==> src/rtl/dcache_dual_arbiter_pkg.sv <==
// Shared types for the dual-slot data-cache arbiter:
// slot ids, grant FSM encoding and the request bundle.
package dcache_dual_arbiter_pkg;

  localparam logic DCACHE_SLOT_01 = 1'b0;
  localparam logic DCACHE_SLOT_02 = 1'b1;

  typedef enum logic [1:0] {
    ARB_IDLE   = 2'd0,
    ARB_HOLD01 = 2'd1,
    ARB_HOLD02 = 2'd2
  } arb_state_e;

  typedef struct packed {
    logic        wr;
    logic [1:0]  size;
    logic [31:0] addr;
    logic [3:0]  wstrb;
    logic [31:0] wdata;
  } dc_req_t;

  function automatic arb_state_e hold_of(logic slot);
    return (slot == DCACHE_SLOT_02) ? ARB_HOLD02 : ARB_HOLD01;
  endfunction

endpackage

==> src/rtl/dcache_dual_arbiter_order.sv <==
// In-order tag FIFO: remembers which slot owns each
// outstanding cache request (1-bit payload).
module dcache_order_fifo
  import dcache_dual_arbiter_pkg::*;
#(
  parameter int DEPTH = 2
) (
  input  logic clk,
  input  logic resetn,
  input  logic push,
  input  logic din,
  input  logic pop,
  output logic head,
  output logic empty,
  output logic full
);

  localparam int PW = (DEPTH > 1) ? $clog2(DEPTH) : 1;
  localparam int CW = $clog2(DEPTH + 1);
  localparam logic [PW-1:0] LAST = PW'(DEPTH - 1);

  logic [DEPTH-1:0] mem_q, mem_d;
  logic [PW-1:0]    wr_q, wr_d;
  logic [PW-1:0]    rd_q, rd_d;
  logic [CW-1:0]    cnt_q, cnt_d;
  logic             do_push, do_pop;

  assign empty   = (cnt_q == '0);
  assign full    = (cnt_q == CW'(DEPTH));
  assign do_push = push & ~full;
  assign do_pop  = pop & ~empty;
  assign head    = mem_q[rd_q];

  // next pointers, count and storage
  always_comb begin
    mem_d = mem_q;
    wr_d  = wr_q;
    rd_d  = rd_q;
    cnt_d = cnt_q;
    if (do_push) begin
      mem_d[wr_q] = din;
      wr_d = (wr_q == LAST) ? '0 : wr_q + 1'b1;
    end
    if (do_pop) begin
      rd_d = (rd_q == LAST) ? '0 : rd_q + 1'b1;
    end
    unique case ({do_push, do_pop})
      2'b10:   cnt_d = cnt_q + 1'b1;
      2'b01:   cnt_d = cnt_q - 1'b1;
      default: cnt_d = cnt_q;
    endcase
  end

  // FIFO state registers
  always_ff @(posedge clk or negedge resetn) begin
    if (!resetn) begin
      mem_q <= '0;
      wr_q  <= '0;
      rd_q  <= '0;
      cnt_q <= '0;
    end else begin
      mem_q <= mem_d;
      wr_q  <= wr_d;
      rd_q  <= rd_d;
      cnt_q <= cnt_d;
    end
  end

endmodule

==> src/rtl/dcache_dual_arbiter.sv <==
// Shares one data-cache port between the two memory slots.
// Optional perf counters: define DCACHE_ARB_PERF_EN.
module dcache_dual_arbiter #(
  parameter int OUTSTANDING = 2
) (
  input  logic        clk,
  input  logic        resetn,
`ifdef DCACHE_ARB_PERF_EN
  output logic [31:0] perf_conflict_cnt,
  output logic [31:0] perf_full_cnt,
`endif
  input  logic        s01_req,
  input  logic        s01_wr,
  input  logic [1:0]  s01_size,
  input  logic [31:0] s01_addr,
  input  logic [3:0]  s01_wstrb,
  input  logic [31:0] s01_wdata,
  output logic        s01_addr_ok,
  input  logic        s02_req,
  input  logic        s02_wr,
  input  logic [1:0]  s02_size,
  input  logic [31:0] s02_addr,
  input  logic [3:0]  s02_wstrb,
  input  logic [31:0] s02_wdata,
  output logic        s02_addr_ok,
  output logic        data_cache_data_ok_01,
  output logic [31:0] data_cache_rdata_01,
  output logic        data_cache_data_ok_02,
  output logic [31:0] data_cache_rdata_02,
  output logic        cache_req,
  output logic        cache_wr,
  output logic [1:0]  cache_size,
  output logic [31:0] cache_addr,
  output logic [3:0]  cache_wstrb,
  output logic [31:0] cache_wdata,
  input  logic        cache_addr_ok,
  input  logic        cache_data_ok,
  input  logic [31:0] cache_rdata
);

  import dcache_dual_arbiter_pkg::*;

  arb_state_e state_q, state_d;
  dc_req_t    s01_r, s02_r, gnt_r;
  logic       gnt_vld, gnt_slot, accept;
  logic       fifo_head, fifo_empty, fifo_full;
  logic       ret_vld;

  assign s01_r = {s01_wr, s01_size, s01_addr,
                  s01_wstrb, s01_wdata};
  assign s02_r = {s02_wr, s02_size, s02_addr,
                  s02_wstrb, s02_wdata};

  // pick the slot owning the request mux; older slot first
  always_comb begin
    gnt_vld  = 1'b0;
    gnt_slot = DCACHE_SLOT_01;
    unique case (state_q)
      ARB_IDLE: begin
        if (s01_req) begin
          gnt_vld  = 1'b1;
          gnt_slot = DCACHE_SLOT_01;
        end else if (s02_req) begin
          gnt_vld  = 1'b1;
          gnt_slot = DCACHE_SLOT_02;
        end
      end
      ARB_HOLD01: begin
        gnt_vld  = s01_req;
        gnt_slot = DCACHE_SLOT_01;
      end
      ARB_HOLD02: begin
        gnt_vld  = s02_req;
        gnt_slot = DCACHE_SLOT_02;
      end
      default: begin
        gnt_vld  = 1'b0;
        gnt_slot = DCACHE_SLOT_01;
      end
    endcase
  end

  assign gnt_r = (gnt_slot == DCACHE_SLOT_02) ? s02_r : s01_r;

  // a full tag FIFO blocks issue, even on a same-cycle pop
  assign cache_req = resetn & gnt_vld & ~fifo_full;
  assign accept    = cache_req & cache_addr_ok;

  assign {cache_wr, cache_size, cache_addr,
          cache_wstrb, cache_wdata} = resetn ? gnt_r : '0;

  assign s01_addr_ok = accept & (gnt_slot == DCACHE_SLOT_01);
  assign s02_addr_ok = accept & (gnt_slot == DCACHE_SLOT_02);

  // keep the grant locked until the cache takes it
  always_comb begin
    state_d = ARB_IDLE;
    if (gnt_vld && !accept) begin
      state_d = hold_of(gnt_slot);
    end
  end

  // grant state register
  always_ff @(posedge clk or negedge resetn) begin
    if (!resetn) begin
      state_q <= ARB_IDLE;
    end else begin
      state_q <= state_d;
    end
  end

  dcache_order_fifo #(
    .DEPTH (OUTSTANDING)
  ) u_order (
    .clk    (clk),
    .resetn (resetn),
    .push   (accept),
    .din    (gnt_slot),
    .pop    (cache_data_ok),
    .head   (fifo_head),
    .empty  (fifo_empty),
    .full   (fifo_full)
  );

  // responses with nothing outstanding are dropped
  assign ret_vld = resetn & cache_data_ok & ~fifo_empty;

  assign data_cache_data_ok_01 =
    ret_vld & (fifo_head == DCACHE_SLOT_01);
  assign data_cache_data_ok_02 =
    ret_vld & (fifo_head == DCACHE_SLOT_02);
  assign data_cache_rdata_01 = resetn ? cache_rdata : '0;
  assign data_cache_rdata_02 = resetn ? cache_rdata : '0;

`ifdef DCACHE_ARB_PERF_EN
  logic [31:0] perf_conflict_cnt_q, perf_conflict_cnt_d;
  logic [31:0] perf_full_cnt_q, perf_full_cnt_d;

  // free-running event counters
  always_comb begin
    perf_conflict_cnt_d = perf_conflict_cnt_q;
    perf_full_cnt_d     = perf_full_cnt_q;
    if (state_q == ARB_IDLE && s01_req && s02_req) begin
      perf_conflict_cnt_d = perf_conflict_cnt_q + 32'd1;
    end
    if (gnt_vld && fifo_full) begin
      perf_full_cnt_d = perf_full_cnt_q + 32'd1;
    end
  end

  // perf counter registers
  always_ff @(posedge clk or negedge resetn) begin
    if (!resetn) begin
      perf_conflict_cnt_q <= '0;
      perf_full_cnt_q     <= '0;
    end else begin
      perf_conflict_cnt_q <= perf_conflict_cnt_d;
      perf_full_cnt_q     <= perf_full_cnt_d;
    end
  end

  assign perf_conflict_cnt = perf_conflict_cnt_q;
  assign perf_full_cnt     = perf_full_cnt_q;
`endif

`ifndef SYNTHESIS
  a_no_orphan_rsp : assert property (
    @(posedge clk) disable iff (!resetn)
    cache_data_ok |-> !fifo_empty
  );
`endif

endmodule

==> config.mk <==
export PLATFORM = sky130hd
export DESIGN_NAME = dcache_dual_arbiter
export DESIGN_NICKNAME = d
export VERILOG_FILES = /design/src/rtl/dcache_dual_arbiter_pkg.sv /design/src/rtl/dcache_dual_arbiter_order.sv /design/src/rtl/dcache_dual_arbiter.sv
export SDC_FILE = /design/constraint.sdc
export NUM_CORES = 1
export LEC_CHECK = 0
export ABC_CLOCK_PERIOD_IN_PS = 4270
export BUFFER_PORTS_ARGS = -buffer_cell sky130_fd_sc_hd__buf_2
export CAP_MARGIN = 20
export CORE_AREA = 2 2 126 128
export CTS_BUF_LIST = sky130_fd_sc_hd__clkbuf_8
export DETAILED_ROUTE_END_ITERATION = 12
export DIE_AREA = 0 0 128 130
export MAX_ROUTING_LAYER = met4
export SLEW_MARGIN = 20
export SYNTH_ARGS = -nofsm -noshare
export SYNTH_HDL_FRONTEND = slang
export SYNTH_SLANG_ARGS = --single-unit
export TNS_END_PERCENT = 30
==> constraint.sdc <==
create_clock -name clk -period 4.27 [get_ports clk]
set_clock_uncertainty 0.2 [all_clocks]
set_input_delay 0.427 -clock clk [delete_from_list [all_inputs] [get_ports clk]]
set_output_delay 0.427 -clock clk [all_outputs]
set_load 0.005 [all_outputs]
==> results of run 1 <==
-- area by class of cell --
class                      count  area share [%]
inverter                       1          0.0962
timing repair buffer         324            42.2
tap                          192            6.16
clock buffer                   3            1.06
sequential                     8            5.13
multi-input combinational    276            45.3
-- metrics by stage --
stage	cells	hold WS, ns	worst slack (ns)
after floorplan	345	-0.0686	2.43
after global placement	801	0.279	1.46
after detailed placement	801	0.285	1.43
after CTS	804	0.0948	1.44
after global routing	804	0.126	1.26
final	804	0.0816	1.48
-- metal layers --
layer,GRT usage [%],up-vias,wire length [µm],part of all wire [%]
met1,10.7,1386,3770,41
met2,18.0,186,4630,50
met4,0.970,0,39,0.42
met5,-,-,0,0
met3,1.27,6,835,9.0
li1,-,1603,-,-
-- state kept, by name, summed over array words and instances (netlist names) --
signal	count
state_q	2
u_order.cnt_q	2
u_order.mem_q	2
u_order.rd_q	1
u_order.wr_q	1
-- cells by family (layout without fill, tap and decap cells) --
family          count (synthesis)  count (layout)  synth area share [%]
flops                           8               8                  8.26
mux                             1               1                 0.413
fa+ha+maj                       1               1                 0.516
simple gates                  190             190                  34.2
buf+inv                        61             328                  18.8
xor+xnor                        5               5                  1.81
compound gates                 79              79                  36.0
-- cell usage after synthesis --
library cell and number:
xnor2_1 3, o31ai_1 2, nor2b_4 2, nor2_1 5, clkbuf_1 10, mux2i_1 1
buf_6 2, and2_1 33, xor2_1 2, buf_2 8, ha_1 1, nor2b_1 2
nand2b_1 1, nor3_1 1, a21boi_0 1, buf_8 7, dfrtp_1 8, o2111ai_2 1
inv_1 1, buf_4 33, nand2_1 144, a21boi_2 70, o21bai_4 1, o21ai_0 2
and3_1 2, o21a_1 1, o21ba_2 1
-- power breakdown --
part	switching, mW	internal [mW]	total (mW)
clock network	0.0263	0.0608	0.0871
registers	0.0286	0.108	0.136
logic	0.263	0.262	0.525
total	0.318	0.430	0.748
-- worst register-to-register path, stage by stage, from the launching register on --
cell       delay [ns]
dfrtp_1          0.44
nor2b_4          0.16
o2111ai_2        0.27
ha_1             0.39
nor2_1           0.13
xor2_1           0.15
-- final timing paths --
check / from / to / slack [ns] / depth (start not counted)
min: resetn / state_q[0]$_DFF_PN0_ / 0.08 / 2
min in group clk: u_order.rd_q$_DFFE_PN0P_ / u_order.rd_q$_DFFE_PN0P_ / 0.29 / 1
min reg2reg: u_order.rd_q$_DFFE_PN0P_ / u_order.rd_q$_DFFE_PN0P_ / 0.29 / 1
max: state_q[1]$_DFF_PN0_ / cache_wstrb[2] / 1.48 / 5
max reg2reg: state_q[1]$_DFF_PN0_ / u_order.cnt_q[1]$_DFFE_PN0P_ / 2.45 / 5
max in group asynchronous: resetn / u_order.mem_q[1]$_DFFE_PN0P_ / 3.47 / 2
==> results_dict.tcl, run 1 <==
set metrics [dict create \
    fmaxAchievable_ghz 0.358 \
    ys_warn_count 0 \
    yosys.area.top_type "a21boi_2" \
    syn_area_per_cell_um2 7.03 \
    path_cells "o21ba_2, buf_4, nand2_1, a21boi_2, buf_2" \
    post_cts_resized 0 \
    maxSlewViolCount 0 \
    yosysSeqAreaShare_pct 8.26 \
    die_area_um2 16600 \
    min_period_ns 2.79 \
    arrival_ns 2.17 \
    clk_pin_slew_ns 0.04 \
    synth.area.top_cells "a21boi_2 33%, nand2_1 22%, buf_4 10%" \
    max-slew-margin-rel_pct 44.8 \
    vias 3181 \
    nFillCells 1765 \
    grt_max_degree 60 \
    overflow 0 \
    cts_buffers 3 \
    worstSetupPathType "flip-flop to output port" \
    ir_worst_vdd_uv 169 \
    start_kind "flip-flop" \
    syn-num-nets 526 \
    row_count 46 \
    crit_family "compound AO/OA/AOI/OAI gates" \
    ys_types 27 \
    multiInputGateArea_um2 1770 \
    wirelength_um 9270 \
    avgRoutedWirePerCell_um 11.5 \
    grt_pass1_wl_um 12500 \
    cts_setup_buffers 0 \
    dr.pass1.iters 4 \
    layout_common_cells "319 x buf_2, 144 x nand2_1, 70 x a21boi_2, 33 x and2_1, 8 x dfrtp_1" \
    cp_slowest_cell "o21ba_2" \
    seqCellArea_um2 200 \
    nets 795 \
    core_um2 15400 \
    p_per_area_nw_per_um2 192 \
    route.detailed.drc 0 \
    cp.required_ns 3.64 \
    cts_tree "done" \
    drtAntennaViolNets 0 \
    synth-seq-cells 8 \
    grt.total_usage_pct 9.39 \
    dpl.hpwl_um 7670 \
    final_layout_size_suffix_gt1_share_pct 65.7 \
    critPathMaxStageDelay_ns 0.72 \
    io_buffers 319 \
    critical_path_peak_fanout 39 \
    postCtsHoldBufs 0 \
    cts_sinks 8 \
    crit_buf_inv 2 \
    setup_tns_ns 0 \
    maxCapViolCount 0 \
    area_delta_synth_final_pct 60.8 \
    antenna_cells 0 \
    p_leak_nw 2.25 \
    syn_area_um2 2420 \
    final_common_cell "buf_2" \
    routabilityCongestion 0.779 \
    endpoint_kind "output port" \
    hold_viol 0 \
    hold_class "primary input to asynchronous set/reset pin" \
    fin_crit_sh_pct 65.4 \
    setup_viol 0 \
    synth_top_area_share_pct 32.5 \
    io_pins 320 \
    dpl_cell_area_um2 3860 \
    die_width_um 128 \
    syn-instance-count 345 \
    power_uw 748 \
    routed_via_density 3.96 \
    drtIter0Drc 71 \
    clock-root-buffer "clkbuf_8" \
    rsz0062_at_grt "no" \
    worstMarginPinSlew_ns 0.829 \
    clockBufferDepth 2 \
    grt_pass1_vias 2649 \
    die_h_um 130 \
    antenna_found_initial 0 \
    finalCoreUtilization_pct 25.3 \
    start_util_pct 15.7 \
    status "complete, no violations" \
    insertion_delay_ns 0.22 \
    h-tree-depth 1 \
    final_area_um2 3900 \
]
Power figures use the tool's default switching activity.
==> run 2, diff against run 1 <==
ABC_AREA = 1   (was not set)
ABC_CLOCK_PERIOD_IN_PS = 2400   (was 4270)
clock period = 2.4 ns   (was 4.27 ns; I/O delays follow)
==> run 2 against run 1 <==
Against the previous run: critical path depth is 2 higher; global-route usage is 0.60 points higher; wire length is 2.6% higher; worst hold slack better by 0.043 ns.
==> results_dict.tcl, run 2 <==
set metrics [dict create \
    routed_via_density 3.83 \
    final_common_cell "buf_2" \
    fmaxAchievable_ghz 0.470 \
    clock-root-buffer "clkbuf_8" \
    fin_crit_sh_pct 88.7 \
    status "complete, no violations" \
    synth.area.top_cells "nand2_1 35%, a21oi_1 17%, buf_4 16%" \
    nFillCells 1769 \
    syn-instance-count 387 \
    setup_viol 0 \
    seqCellArea_um2 200 \
    setup_tns_ns 0 \
    top_regs "state_q: 2 flops, u_order.cnt_q: 2 flops, u_order.mem_q: 2 flops" \
    die_h_um 130 \
    io_pins 320 \
    worstSetupPathType "flip-flop to output port" \
    cts_tree "done" \
    synth-seq-cells 8 \
    worstSetupStartpoint "state_q[0]$_DFF_PN0_" \
    maxCapViolCount 0 \
    die_area_um2 16600 \
    wirelength_um 9510 \
    clockBufferDepth 2 \
    clk_pin_slew_ns 0.04 \
    ir_worst_vdd_uv 326 \
    r2r_cells 6 \
    die_width_um 128 \
    cts_buffers 3 \
    grt_pass1_wl_um 13000 \
    synth_edf_count 0 \
    p_per_area_nw_per_um2 364 \
    insertion_delay_ns 0.24 \
    routabilityCongestion 0.760 \
    io_buffers 319 \
    max-slew-margin-rel_pct 72.6 \
    syn-num-nets 568 \
    rsz0062_at_grt "no" \
    nets 845 \
    start_kind "flip-flop" \
    dpl.hpwl_um 7760 \
    hold_class "primary input to flip-flop" \
    grt.total_usage_pct 9.99 \
    area_delta_synth_final_pct 80.6 \
    min_period_ns 2.13 \
    timing.rr.start "u_order.cnt_q[1]$_DFFE_PN0P_" \
    vias 3271 \
    hold_viol 0 \
    route.detailed.drc 0 \
    layout_common_cells "319 x buf_2, 186 x nand2_1, 69 x a21oi_1, 37 x inv_1" \
    overflow 0 \
    maxSlewViolCount 0 \
    start_util_pct 12.8 \
    arrival_ns 1.69 \
    endpoint_kind "output port" \
    final_layout_size_suffix_gt1_share_pct 51.5 \
    row_count 46 \
    setup_ws_ns 0.271 \
    grt_pass1_vias 2689 \
    h-tree-depth 1 \
    pre_cts_slack_ns 0.492 \
    synth_top_area_share_pct 35.4 \
    syn_area_per_cell_um2 5.12 \
    synth.top_cells.by_count "187 x nand2_1, 69 x a21oi_1, 41 x buf_4" \
    syn_area_um2 1980 \
    worstMarginPinSlew_ns 0.411 \
    ys_warn_count 0 \
    synthArstFlopShare_pct 100 \
    multiInputGateArea_um2 1220 \
    reg2reg_slack_ns 0.48 \
    post_cts_resized 0 \
    grt_max_degree 74 \
    cts_setup_buffers 0 \
    critical_path_peak_fanout 44 \
    yosys.area.top_type "nand2_1" \
    rr_endpoint "u_order.cnt_q[1]$_DFFE_PN0P_" \
    synth.most_common_cell "nand2_1" \
    core_um2 15400 \
    cts_sinks 8 \
    dr.pass1.iters 4 \
    synth_flop_cell "dfrtp_1" \
    drtAntennaViolNets 0 \
    drtIter0Drc 124 \
    cp.required_ns 1.96 \
    antenna_found_initial 1 \
    ys_types 22 \
    yosysSeqAreaShare_pct 10.1 \
    avgRoutedWirePerCell_um 11.1 \
    min_delay_path_depth 3 \
    endpoint "cache_wdata[25]" \
    p_leak_nw 2.44 \
]
==> run 2: cell types whose count changed after synthesis, moves of 5 or more <==
cell,previous run,this run
a21oi_1,0,69
inv_1,1,37
a21boi_2,70,0
buf_4,33,41
buf_2,8,3
nand2_1,144,187
buf_8,7,0
and2_1,33,1
==> run 2: how the worst min path moves through the flow <==
stage	from	to
after CTS	cache_addr_ok	u_order.wr_q$_DFFE_PN0N_
final	cache_addr_ok	u_order.wr_q$_DFFE_PN0N_
after global placement	resetn	u_order.cnt_q[1]$_DFFE_PN0P_
after detailed placement	resetn	u_order.cnt_q[0]$_DFFE_PN0P_
after global routing	cache_addr_ok	u_order.mem_q[1]$_DFFE_PN0P_
after floorplan	resetn	state_q[0]$_DFF_PN0_
==> run 2: timing repair <==
action                                  CTS  global route
hold buffers                              1             0
endpoints found under the setup margin    0             0
endpoints found under the hold margin     8             0
==> run 2: per-layer routing <==
layer | wire length (µm) | GRT usage [%]
met1 | 3920 | 11.8
met2 | 4650 | 18.0
met3 | 878 | 1.39
met4 | 62 | 2.33
met5 | 0 | -
==> run 2: layout make-up <==
class / instances / share of cell area [%]
timing repair buffer: 331 / 48.3
multi-input combinational: 281 / 34.1
tap: 192 / 6.71
sequential: 8 / 5.59
inverter: 39 / 4.09
clock buffer: 3 / 1.15
antenna: 1 / 0.0699
==> run 2: stage by stage <==
step | cell area (µm²) | cells | total power [mW] | hold WS (ns) | util [%]
floorplan | 1980 | 387 | 0.765 | -0.256 | -
global placement | 3520 | 850 | 1.13 | 0.102 | 22.9
detailed placement | 3520 | 850 | 1.14 | 0.111 | 22.9
CTS | 3580 | 854 | 1.32 | 0.121 | 23.2
global route | 3580 | 855 | 1.45 | 0.155 | 23.2
finish | 3580 | 855 | 1.30 | 0.125 | 23.2
==> run 2: worst max-delay path: stages (launching register included) <==
cell and delay, ns:
dfrtp_1 0.37, nor2_1 0.13, nand2_2 0.09, inv_2 0.08, buf_12 0.20, nand2_1 0.12, a21oi_1 0.25, buf_2 0.17
==> run 2: report_power, final <==
group          internal [mW]  leakage (nW)  switching, mW  total [mW]
registers              0.193        0.0996         0.0535       0.246
clock network          0.110        0.0216         0.0644       0.174
logic                  0.426          2.31          0.457       0.883
==> run 2: logic make-up (layout without fill, tap and decap cells) <==
logic type	after synthesis	count (layout)	synth area share, %
multiplexers	1	1	0.505
buffers and inverters	98	373	28.4
flip-flops	8	8	10.1
XOR/XNOR	3	3	1.33
AO/OA/AOI/OAI	75	75	20.1
AND/OR/NAND/NOR	201	201	39.0
other	0	1	0
adder cells (fa/ha/maj)	1	1	0.631
==> run 3, diff against run 2 <==
GPL_TIMING_DRIVEN = 0   (was not set)
==> run 3 against run 2 <==
Against the previous run: worst hold slack improved by 0.018 ns; global-route usage is 1.7 points higher; core utilization increased by 1.9 points; sequential cell count did not move; sequential power is essentially flat; cell area grew 8.3%; setup slack lost 0.077 ns; fmax shrank 3.5%; combinational power grew 8.5%; critical path type unchanged; largest power group unchanged.
==> results_dict.tcl, run 3 (synthesis gave the netlist of run 2 again) <==
set metrics [dict create \
    status "complete, no violations" \
    seqCellArea_um2 200 \
    dr.pass1.iters 4 \
    critPathMaxStageDelay_ns 0.37 \
    hold_class "primary input to flip-flop" \
    maxCapViolCount 0 \
    p_per_area_nw_per_um2 354 \
    die_h_um 130 \
    final_common_cell "buf_2" \
    p_leak_nw 2.63 \
    post_cts_resized 0 \
    route.detailed.drc 0 \
    dpl.hpwl_um 9260 \
    cp_slowest_cell "dfrtp_1" \
    drtAntennaViolNets 0 \
    min_period_ns 2.21 \
    hold_viol 0 \
    grt_pass1_wl_um 14800 \
    crit_buf_inv 3 \
    holdWs_ns 0.143 \
    start_util_pct 12.8 \
    setup_tns_ns 0 \
    worstSetupPathType "flip-flop to output port" \
    grt_pass1_vias 2938 \
    avgRoutedWirePerCell_um 12.1 \
    rsz0062_at_grt "no" \
    timing.rr.start "u_order.cnt_q[1]$_DFFE_PN0P_" \
    row_count 46 \
    path_cells "nor2_1, nor2_1, nand2_1, buf_4, buf_4, nand2_1, a21oi_1, buf_2" \
    clockBufferDepth 2 \
    io_pins 320 \
    grt_max_degree 11 \
    grt.total_usage_pct 11.7 \
    die_area_um2 16600 \
    crit_family "buffers and inverters" \
    wirelength_um 11000 \
    io_buffers 319 \
    vias 3443 \
    clk_pin_slew_ns 0.04 \
    cp.required_ns 1.96 \
    critical_path_peak_fanout 10 \
    nets 893 \
    maxSlewViolCount 0 \
    cts_buffers 3 \
    clock-root-buffer "clkbuf_8" \
    cts_sinks 8 \
    endpoint_kind "output port" \
    core_um2 15400 \
    multiInputGateArea_um2 1220 \
    insertion_delay_ns 0.23 \
    setup_viol 0 \
    worstSetupStartpoint "state_q[1]$_DFF_PN0_" \
    area_delta_synth_final_pct 95.5 \
    antenna_found_initial 2 \
    h-tree-depth 1 \
    drtIter0Drc 114 \
    die_width_um 128 \
    top_regs "state_q: 2 flops, u_order.cnt_q: 2 flops, u_order.mem_q: 2 flops" \
    fin_crit_sh_pct 91.9 \
    cts_tree "done" \
    routed_via_density 3.81 \
    nFillCells 1803 \
    worstMarginPinSlew_ns 0.684 \
    final_layout_size_suffix_gt1_share_pct 53.2 \
    arrival_ns 1.77 \
    layout_common_cells "322 x buf_2, 187 x nand2_1, 69 x a21oi_1, 41 x buf_4, 37 x inv_1" \
    ir_worst_vdd_uv 429 \
    start_kind "flip-flop" \
    hp-start "cache_addr_ok" \
    max-slew-margin-rel_pct 54.4 \
    overflow 0 \
    fmaxAchievable_ghz 0.453 \
    routabilityCongestion 0.776 \
]
## run 3: per-stage QoR
stage	power [mW]	area [µm²]	setup WS [ns]	utilization, %	std cells
floorplan	0.765	1980	0.626	-	387
global placement	1.21	3820	0.0845	24.8	898
detailed placement	1.21	3820	0.110	24.8	898
CTS	1.38	3870	0.174	25.1	902
global route	1.51	3870	0.0145	25.1	904
finish	1.37	3870	0.193	25.1	904
## run 3: layout make-up
cell class | instances | share of cell area (%)
flip-flops and latches | 8 | 5.17
well taps | 192 | 6.20
diodes | 2 | 0.129
inverters | 39 | 3.78
multi-input cells | 281 | 31.4
clock buffers | 3 | 1.07
repair buffers | 320 | 41.5
plain buffers | 59 | 10.8
## run 3: final timing paths
kind	to	slack [ns]	cells past startpoint
max reg2reg	u_order.cnt_q[1]$_DFFE_PN0P_	0.51	6
min	u_order.mem_q[1]$_DFFE_PN0P_	0.14	4
min reg2reg	u_order.mem_q[0]$_DFFE_PN0P_	0.29	2
max in group asynchronous	u_order.wr_q$_DFFE_PN0N_	1.45	2
min in group asynchronous	u_order.cnt_q[0]$_DFFE_PN0P_	0.27	2
max	cache_wdata[21]	0.19	8
## run 3: where the power goes
part           total, mW  internal (mW)  switching (mW)
Clock              0.167          0.109          0.0578
Combinational      0.958          0.469           0.489
Sequential         0.246          0.193          0.0527
Total               1.37          0.771           0.600
## run 3: routing by layer
layer	vias to the layer above	global-route usage (%)	wire length, µm
li1	1808	-	-
met5	-	-	0
met3	10	2.17	880
met2	156	20.7	5370
met4	0	3.10	188
met1	1469	13.6	4510
## run 3: what timing repair did
item	CTS	global route
hold buffers	1	0
endpoints found under the hold margin	8	0
buffers inserted	0	0
setup endpoints to repair	0	0
## run 3: worst register-to-register path, stage by stage (launching register included)
cell,delay (ns)
dfrtp_1,0.42
o21ai_0,0.35
inv_1,0.11
ha_1,0.33
a21oi_1,0.11
o21ai_0,0.11
xnor2_1,0.13
